## config.mk

```make
export PLATFORM = sky130hd
export DESIGN_NAME = reg_writeback_queue
export DESIGN_NICKNAME = d
export VERILOG_FILES = /design/src/rtl/reg_writeback_queue_pkg.sv /design/src/rtl/reg_writeback_queue_wb_fifo.sv /design/src/rtl/reg_writeback_queue.sv
export SDC_FILE = /design/constraint.sdc
export NUM_CORES = 1
export LEC_CHECK = 0
export ABC_AREA = 1
export BUFFER_PORTS_ARGS = -buffer_cell sky130_fd_sc_hd__buf_4
export CORE_UTILIZATION = 40
export DETAILED_ROUTE_END_ITERATION = 10
export GPL_ROUTABILITY_DRIVEN = 0
export PLACE_DENSITY = 0.66
export SLEW_MARGIN = 20
export SYNTH_ARGS = -nofsm -noshare
export SYNTH_HDL_FRONTEND = slang
export SYNTH_SLANG_ARGS = --single-unit
```

## constraint.sdc

```tcl
create_clock -name Clock -period 4.3 [get_ports Clock]
set_input_delay 0.645 -clock Clock [delete_from_list [all_inputs] [get_ports Clock]]
set_output_delay 0.645 -clock Clock [all_outputs]
set_load 0.01 [all_outputs]
```

## src/rtl/reg_writeback_queue_pkg.sv

```systemverilog
// Shared register file geometry and the write-back queue entry type.
package regfile_pkg;
  localparam int N         = 16;
  localparam int ADDR_SIZE = 3;
  localparam int REG_COUNT = 8;

  typedef struct packed {
    logic [ADDR_SIZE-1:0] addr;
    logic [N-1:0]         data;
  } wb_entry_t;
endpackage

```

## src/rtl/reg_writeback_queue_wb_fifo.sv

```systemverilog
// In-order FIFO of write-back entries; exposes every slot so the top can forward pending data.
module wb_fifo
  import regfile_pkg::*;
#(
  parameter int depth = 2
) (
  input  logic                       Clock,
  input  logic                       nReset,
  input  logic                       push,
  input  logic                       pop,
  input  wb_entry_t                  wentry,
  output logic [$clog2(depth)-1:0]   head,
  output logic [$clog2(depth):0]     count,
  output logic [depth-1:0]           valid,
  output wb_entry_t [depth-1:0]      entries
);
  localparam int PW = $clog2(depth);

  logic [PW-1:0] tail;

  // The top never pushes into a full queue or pops an empty one, so on a
  // simultaneous push/pop the head and tail slots are always distinct.
  always_ff @(posedge Clock or negedge nReset) begin
    if (!nReset) begin
      head    <= '0;
      tail    <= '0;
      count   <= '0;
      valid   <= '0;
      entries <= '0;
    end else begin
      if (pop) begin
        valid[head] <= 1'b0;
        head        <= head + 1'b1;
      end
      if (push) begin
        entries[tail] <= wentry;
        valid[tail]   <= 1'b1;
        tail          <= tail + 1'b1;
      end
      case ({push, pop})
        2'b10:   count <= count + 1'b1;
        2'b01:   count <= count - 1'b1;
        default: count <= count;
      endcase
    end
  end
endmodule

```

## src/rtl/reg_writeback_queue.sv

```systemverilog
// Buffers datapath result writes, drains one per cycle onto the register file
// write port, and forwards queued data to the decode read ports.
module reg_writeback_queue
  import regfile_pkg::*;
#(
  parameter int n         = 16,
  parameter int addr_size = 3,
  parameter int depth     = 2
) (
  input  logic                 Clock,
  input  logic                 nReset,
  input  logic                 InValid,
  output logic                 InReady,
  input  logic [addr_size-1:0] InAddr,
  input  logic [n-1:0]         InData,
  input  logic                 Hold,
  output logic                 We,
  output logic [addr_size-1:0] Rw,
  output logic [n-1:0]         WData,
  input  logic [addr_size-1:0] Rs1,
  input  logic [addr_size-1:0] Rs2,
  input  logic [n-1:0]         RfRd1,
  input  logic [n-1:0]         RfRd2,
  output logic [n-1:0]         Rd1,
  output logic [n-1:0]         Rd2,
  output logic                 Pending
);
  localparam int PW = $clog2(depth);
  localparam int CW = PW + 1;

  logic [PW-1:0]         head;
  logic [CW-1:0]         count;
  logic [depth-1:0]      valid;
  wb_entry_t [depth-1:0] entries;
  wb_entry_t             head_e;
  wb_entry_t             in_e;
  logic                  push;
  logic                  pop;
  logic [PW-1:0]         idx;

  assign in_e    = '{addr: InAddr, data: InData};
  assign head_e  = entries[head];
  assign Pending = (count != '0);
  assign InReady = (count != CW'(depth));
  assign push    = InValid && InReady;
  assign pop     = Pending && !Hold;

  assign We    = pop;
  assign Rw    = Pending ? head_e.addr : '0;
  assign WData = Pending ? head_e.data : '0;

  wb_fifo #(.depth(depth)) u_fifo (
    .Clock   (Clock),
    .nReset  (nReset),
    .push    (push),
    .pop     (pop),
    .wentry  (in_e),
    .head    (head),
    .count   (count),
    .valid   (valid),
    .entries (entries)
  );

  // Walk oldest to newest so the last match, i.e. the newest write, wins.
  always_comb begin
    Rd1 = RfRd1;
    Rd2 = RfRd2;
    idx = '0;
    for (int k = 0; k < depth; k++) begin
      idx = head + PW'(k);
      if (valid[idx] && entries[idx].addr == Rs1) Rd1 = entries[idx].data;
      if (valid[idx] && entries[idx].addr == Rs2) Rd2 = entries[idx].data;
    end
  end
endmodule
```

==> summary.txt, run 1 <==
status - finished, final reports clean
CTS Buffer Depth - 2
CP Max Fanout - 28
final setup fails - 0
Tot GR Track Use - 21.4%
Critical R2R Launch - u_fifo.count[0]$_DFFE_PN0P_
aggregate global routing overflow - 0
Root Driver - clkbuf_8
min-delay worst type - in -> async
CP Data Required Time - 3650 ps
# hold bufs at CTS - 0
worst-margin pin slew - 667 ps
RSZ-0062 raised after global routing - no
slew margin rel. - 55.5%
worst r2r path cells - 6
# diodes - 0
most used cell, CP - nand2_1
DR pass1 iterations - 5
Routed WL - 9.80 mm
clock tree sinks - 44
Vias - 3713
Synth Area per Inst - 6.11 sq um
std cell rows - 33
hold_ws - 329 ps
PostCTS Resize Cnt - 0
Max Cap Viol - 0
P&R area growth vs syn - 27.0%
initial antenna violation count - 0
die area - 0.00907 sq mm
r2r endpoint - u_fifo.count[1]$_DFFE_PN0P_
# IOs - 115
CP cell instances - inv_2 -> nand2_1 -> nand2_1 -> nand2_1 -> a21oi_1 -> nand2_2 -> inv_4 -> nand2_1 -> nand2_1 -> buf_4
power density over the cells - 761 mW/mm^2
Final nets - 726
Ys Warns - 0
Routed Antenna Nets - 0
Final Cycle Share - 69.7%
Clock transition at path regs - 80 ps
register area - 0.00110 sq mm
Filler Cell Count - 864
peak supply drop - 0.446 mV
Die W - 95.2 microns
CTS Buf Count - 5
Setup Fix Bufs, Post-CTS - 0
clk_lat worst skew - 290 ps
Seq cells post-synth - 44
Reg2Reg Setup Slack - 2690 ps
syn_nets - 631
H-tree Lvls - 2
Critical Path Max Stage Delay - 580 ps
DRT iter0 DRCs - 226
critical path class - reg -> out
clk_skew - 6.90 ps
PortBufs - 114
Tmin final - 3000 ps
vias per cell - 4.82
fraction of the yosys area taken by sequential cells - 31.7%
number of library cell types mapped by synthesis - 24
die height - 95.2 microns
largest net degree at the start of global routing - 52
leak pwr - 2.51 nW
crit end category - output pin
CTS tree - yes
DRC errors left - 0
Max Freq - 333 MHz
Wirelength per Cell - 12.7 microns
number of global-route vias before repair - 3091
element type at the critical path start - register
power consumption - 0.00336 W
hpwl dp - 7.72 mm
critical path's slowest cell - dfrtp_2
Crit path arrival time - 2350 ps
area of the multi-input gates - 0.00187 sq mm
share of cells above drive strength 1 - 23.0%
fin. max-slew vios - 0
Cell Area, Synth - 0.00348 sq mm
Post-Syn Instances - 569
initial core utilization - 41.9%
first-pass GRT wire length - 15.1 mm
Final Hold Viols - 0
post-route setup TNS - 0 ps
Core Area - 0.00830 sq mm
## per-stage QoR
step / instance area [sq um] / std cells / utilization, % / setup slack (ps)
final: 4420 / 770 / 53.2 / 1300
after global routing: 4420 / 770 / 53.2 / 1080
after CTS: 4420 / 770 / 53.2 / 1340
after detailed placement: 4310 / 762 / 51.9 / 1660
after global placement: 4310 / 762 / 51.9 / 1720
after floorplan: 3480 / 569 / - / 2230
## cells by family (layout without fill, tap and decap cells)
logic type,count (synthesis),after routing,share of synthesized area [%]
adders and majority gates,1,1,0.360
AOI/OAI and AO/OA,84,84,12.4
xor gates and xnor gates,3,3,0.756
DFF,44,44,31.7
and+or+nand+nor,323,323,40.3
buffers and inverters,114,210,14.5
## cells in the final DEF (no fill, tap or decap), drive strengths merged
| cell | instances |
|---|---|
| dfrtp | 44 |
| clkbuf | 6 |
| inv | 85 |
| xnor2 | 2 |
| nor2 | 31 |
| xor2 | 1 |
| o21ai | 77 |
| nand2 | 212 |
| bufinv | 1 |
| clkinv | 1 |
| ha | 1 |
| nand3 | 79 |
| a21oi | 7 |
| or2 | 1 |
| buf | 117 |
## state kept, by name, indices dropped and copies added (netlist names)
signal          cells
u_fifo.head         1
u_fifo.valid        2
u_fifo.count        2
u_fifo.entries     38
u_fifo.tail         1
## layout make-up
cell class                      instances  area share [%]
Inverter                               85            7.34
Timing Repair Buffer                  117            19.9
Multi-Input combinational cell        411            42.4
Clock inverter                          2           0.793
Sequential cell                        44            25.0
Tap cell                              105            2.98
Clock buffer                            6            1.64
## Yosys cell counts
| cell type | n | share of area [%] |
|---|---|---|
| or2_1 | 1 | 0.18 |
| dfrtp_1 | 44 | 32 |
| o21ai_0 | 73 | 11 |
| buf_4 | 6 | 1.3 |
| buf_2 | 8 | 1.2 |
| nor2_2 | 2 | 0.36 |
| o21ai_2 | 2 | 0.50 |
| inv_1 | 82 | 8.9 |
| a21oi_2 | 1 | 0.25 |
| o21ai_1 | 2 | 0.29 |
| buf_6 | 5 | 1.6 |
| nand2_1 | 199 | 21 |
| ha_1 | 1 | 0.36 |
| nand3_1 | 79 | 11 |
| inv_4 | 2 | 0.36 |
| xor2_1 | 1 | 0.25 |
| xnor2_1 | 2 | 0.50 |
| clkbuf_1 | 10 | 1.1 |
| nor2_4 | 6 | 1.9 |
| a21oi_1 | 6 | 0.86 |
| nor2_1 | 23 | 2.5 |
| nand2_4 | 1 | 0.32 |
| nand2_2 | 12 | 2.2 |
| inv_2 | 1 | 0.11 |
## per-layer routing
metal / part of all wire (%) / vias to the layer above / global-route usage [%] / wire length [microns]
met1: 49 / 1614 / 33.1 / 4800
met3: 6.6 / 12 / 2.71 / 651
met2: 43 / 131 / 30.7 / 4230
met4: 1.3 / 0 / 6.06 / 126
met5: 0 / - / 0 / 0
li1: - / 1956 / - / -
## worst max path at each step
stage | startpoint | end | slack (ps) | cells after the start
after floorplan | u_fifo.head$_DFFE_PN0P_ | Rd1[10] | 2230 | 11
after global placement | u_fifo.head$_DFFE_PN0P_ | Rd2[13] | 1720 | 9
after detailed placement | u_fifo.head$_DFFE_PN0P_ | Rd2[13] | 1660 | 9
after CTS | u_fifo.head$_DFFE_PN0P_ | Rd2[13] | 1340 | 9
after global routing | u_fifo.head$_DFFE_PN0P_ | Rd1[10] | 1080 | 11
final | u_fifo.head$_DFFE_PN0P_ | Rd2[13] | 1300 | 10
## critical path: cells and delay by family, from the launching register on
kind | cells | cell delay (ps)
buffers and inverters | 3 | 620
DFF | 1 | 580
and+or+nand+nor | 6 | 700
AOI/OAI and AO/OA | 1 | 160
## power breakdown
group | leakage (nW) | switching, W | internal (W)
Sequential | 0.542 | 0.000176 | 0.000614
Clock | 0.0552 | 0.000135 | 0.000172
Combinational | 1.91 | 0.00141 | 0.000851
Note: power is estimated with default switching activity, not from simulation.
==> run 2: changes to the inputs <==
ABC_AREA = 0   (was 1)
PLACE_DENSITY = 0.68   (was 0.66)
clock period = 2.48 ns   (was 4.3 ns; I/O delays follow)
==> summary.txt, run 2 <==
# hold bufs at CTS - 0
DR pass1 iterations - 8
Max Cap Viol - 0
Compound-Gate Fraction of Synth Area - 13.5%
Cell Area, Synth - 0.00339 sq mm
Sequential Power Share - 24.5%
peak supply drop - 0.786 mV
Final Hold Viols - 0
DRT iter0 DRCs - 279
slew margin rel. - 60.1%
# IOs - 115
vias per cell - 5.94
Synth async-reset ratio - 100%
hold_ws - 65.6 ps
clk_skew - 8.68 ps
leak pwr - 2.12 nW
design area - 0.00501 sq mm
CP Max Fanout - 8
status - finished with violations
sw power - 0.00345 W
fin. max-slew vios - 0
Most flops, register - u_fifo.entries
Die W - 94.1 microns
Adder-Cell Fraction of Synth Area - 0.369%
fraction of the yosys area taken by sequential cells - 32.5%
XOR/XNOR Fraction of Synth Area - 4.91%
Final Non-Filler Cells - 583
Final WS setup - -462 ps
Root Driver - clkbuf_8
Int Pwr - 0.00402 W
multiplexer share of the synthesized area - 19.3%
Core Area - 0.00822 sq mm
most frequent cells in the layout - 129 x buf_4, 43 x dfrtp_1, 39 x nor2_1
CP Data Required Time - 2110 ps
fin util - 60.9%
Clock transition at path regs - 80 ps
die height - 94.1 microns
area of the multi-input gates - 0.00241 sq mm
Comb pwr share - 67.9%
CTS Buf Count - 5
Max Freq - 340 MHz
Tot GR Track Use - 24.8%
Post-Syn Instances - 351
most common cell after layout, fill and taps aside - buf_4
Top FF cell, synth - dfrtp_1
number of flip-flops in the largest register - 38
cell accounting for the most synthesized area - dfrtp_1
CTS Buffer Depth - 2
aggregate global routing overflow - 0
Filler Cell Count - 717
Synth Area in Simple Gates - 24.8%
power density over the cells - 1490 mW/mm^2
min-delay worst type - in -> async
main combinational cell family by area after synthesis - simple AND/OR/NAND/NOR gates
share of cells above drive strength 1 - 54.0%
final setup fails - 32
DRC errors left - 0
H-tree Lvls - 2
# diodes - 0
initial antenna violation count - 0
number of global-route vias before repair - 3330
PortBufs - 114
Routed WL - 11.1 mm
Final nets - 539
Seq cells post-synth - 44
first-pass GRT wire length - 17.0 mm
Ys Warns - 0
Top Registers - u_fifo.entries x38, u_fifo.count x2, u_fifo.valid x2
Tmin final - 2940 ps
worst-margin pin slew - 599 ps
Sw Ratio - 46.2%
Routed Antenna Nets - 0
clock share of power - 7.6%
hpwl dp - 7.46 mm
critical path class - reg -> out
violated checks - negative setup slack
Crit path arrival time - 2570 ps
placed cell area - 0.00438 sq mm
share of the synthesized area in the top cell type - 32.5%
crit end category - output pin
RSZ-0062 raised after global routing - yes
Wirelength per Cell - 19.1 microns
most frequent cells after synthesis - 44 x dfrtp_1, 42 x nor2_1, 38 x mux2_2, 23 x nand2_1, 20 x mux2i_1
Synth area leaders - dfrtp_1 32%, mux2_2 13%, mux2i_1 5.9%
std cell rows - 33
element type at the critical path start - register
Post-synth EDFFs - 0
cell total after placement - 560
largest net degree at the start of global routing - 77
register area - 0.00110 sq mm
P&R area growth vs syn - 47.7%
Vias - 3463
die area - 0.00885 sq mm
number of library cell types mapped by synthesis - 36
clock tree sinks - 44
initial core utilization - 41.3%
clk_lat worst skew - 300 ps
Synth Area per Inst - 9.66 sq um
syn_nets - 413
Final Cycle Share - 119%
most frequent cell after synthesis - dfrtp_1
CTS tree - yes
[run 2: cell families after synthesis]
| kind of cell | count (synthesis) |
|---|---|
| fa+ha+maj | 1 |
| simple gates | 143 |
| flops | 44 |
| mux | 60 |
| buf+inv | 29 |
| xor+xnor | 19 |
| compound gates | 55 |
[run 2: final timing paths]
check / startpoint / endpoint / depth (start not counted) / slack (ps)
worst max-delay path: u_fifo.head$_DFFE_PN0P_ / Rd1[7] / 9 / -460
worst min-delay path: nReset / u_fifo.entries[18]$_DFFE_PN0P_ / 1 / 70
worst max register to register: u_fifo.count[0]$_DFFE_PN0P_ / u_fifo.entries[8]$_DFFE_PN0P_ / 5 / 860
worst min register to register: u_fifo.count[1]$_DFFE_PN0P_ / u_fifo.count[1]$_DFFE_PN0P_ / 1 / 510
max in group asynchronous: nReset / u_fifo.head$_DFFE_PN0P_ / 1 / 2020
min in group Clock: InData[8] / u_fifo.entries[27]$_DFFE_PN0P_ / 2 / 310
[run 2: final cells by class]
class | count | share of cell area [%]
Clock buffer | 5 | 1.37
Clock inverter | 3 | 0.925
Inverter | 1 | 0.0750
Multi-Input combinational cell | 278 | 48.1
Sequential cell | 44 | 22.0
Tap cell | 105 | 2.62
Timing Repair Buffer | 147 | 24.9
[run 2: layer usage]
layer  routed length (microns)  vias up  GRT usage (%)
met2                      5380      171           40.6
met3                       664       38           2.51
met5                         0        -              0
met1                      4700     1679           33.0
li1                          -     1575              -
met4                       397        0           10.9
[run 2: through the flow]
step / worst slack, ps / TNS [ps] / total power (W)
floorplan: 68.5 / 0 / 0.00417
global placement: -417 / -7720 / 0.00590
detailed placement: -443 / -8530 / 0.00601
finish: -462 / -12440 / 0.00747
CTS: -376 / -9550 / 0.00718
global route: -550 / -15850 / 0.00791
[run 2: power groups by stage]
stage	Sequential (W)	Combinational [W]	Clock, W
2_1_floorplan	0.00151	0.00266	0
3_3_place_gp	0.00170	0.00420	0
3_5_place_dp	0.00174	0.00427	0
4_1_cts	0.00175	0.00485	0.000574
5_1_grt	0.00189	0.00541	0.000611
6_report	0.00183	0.00507	0.000570
[run 2: repair_timing]
action,4_1_cts,5_1_grt
endpoints found under the setup margin,32,36
gates resized for setup,44,22
pin swaps,13,13
cloned,2,0
buffers inserted,11,3
[run 2: critical path, stage by stage (launching register included)]
cell,delay [ps]
dfrtp_2,420
buf_6,130
mux2i_4,250
xnor2_2,150
and3b_2,240
or3_4,470
buf_16,190
nor3b_2,190
nor4_2,90
buf_4,150
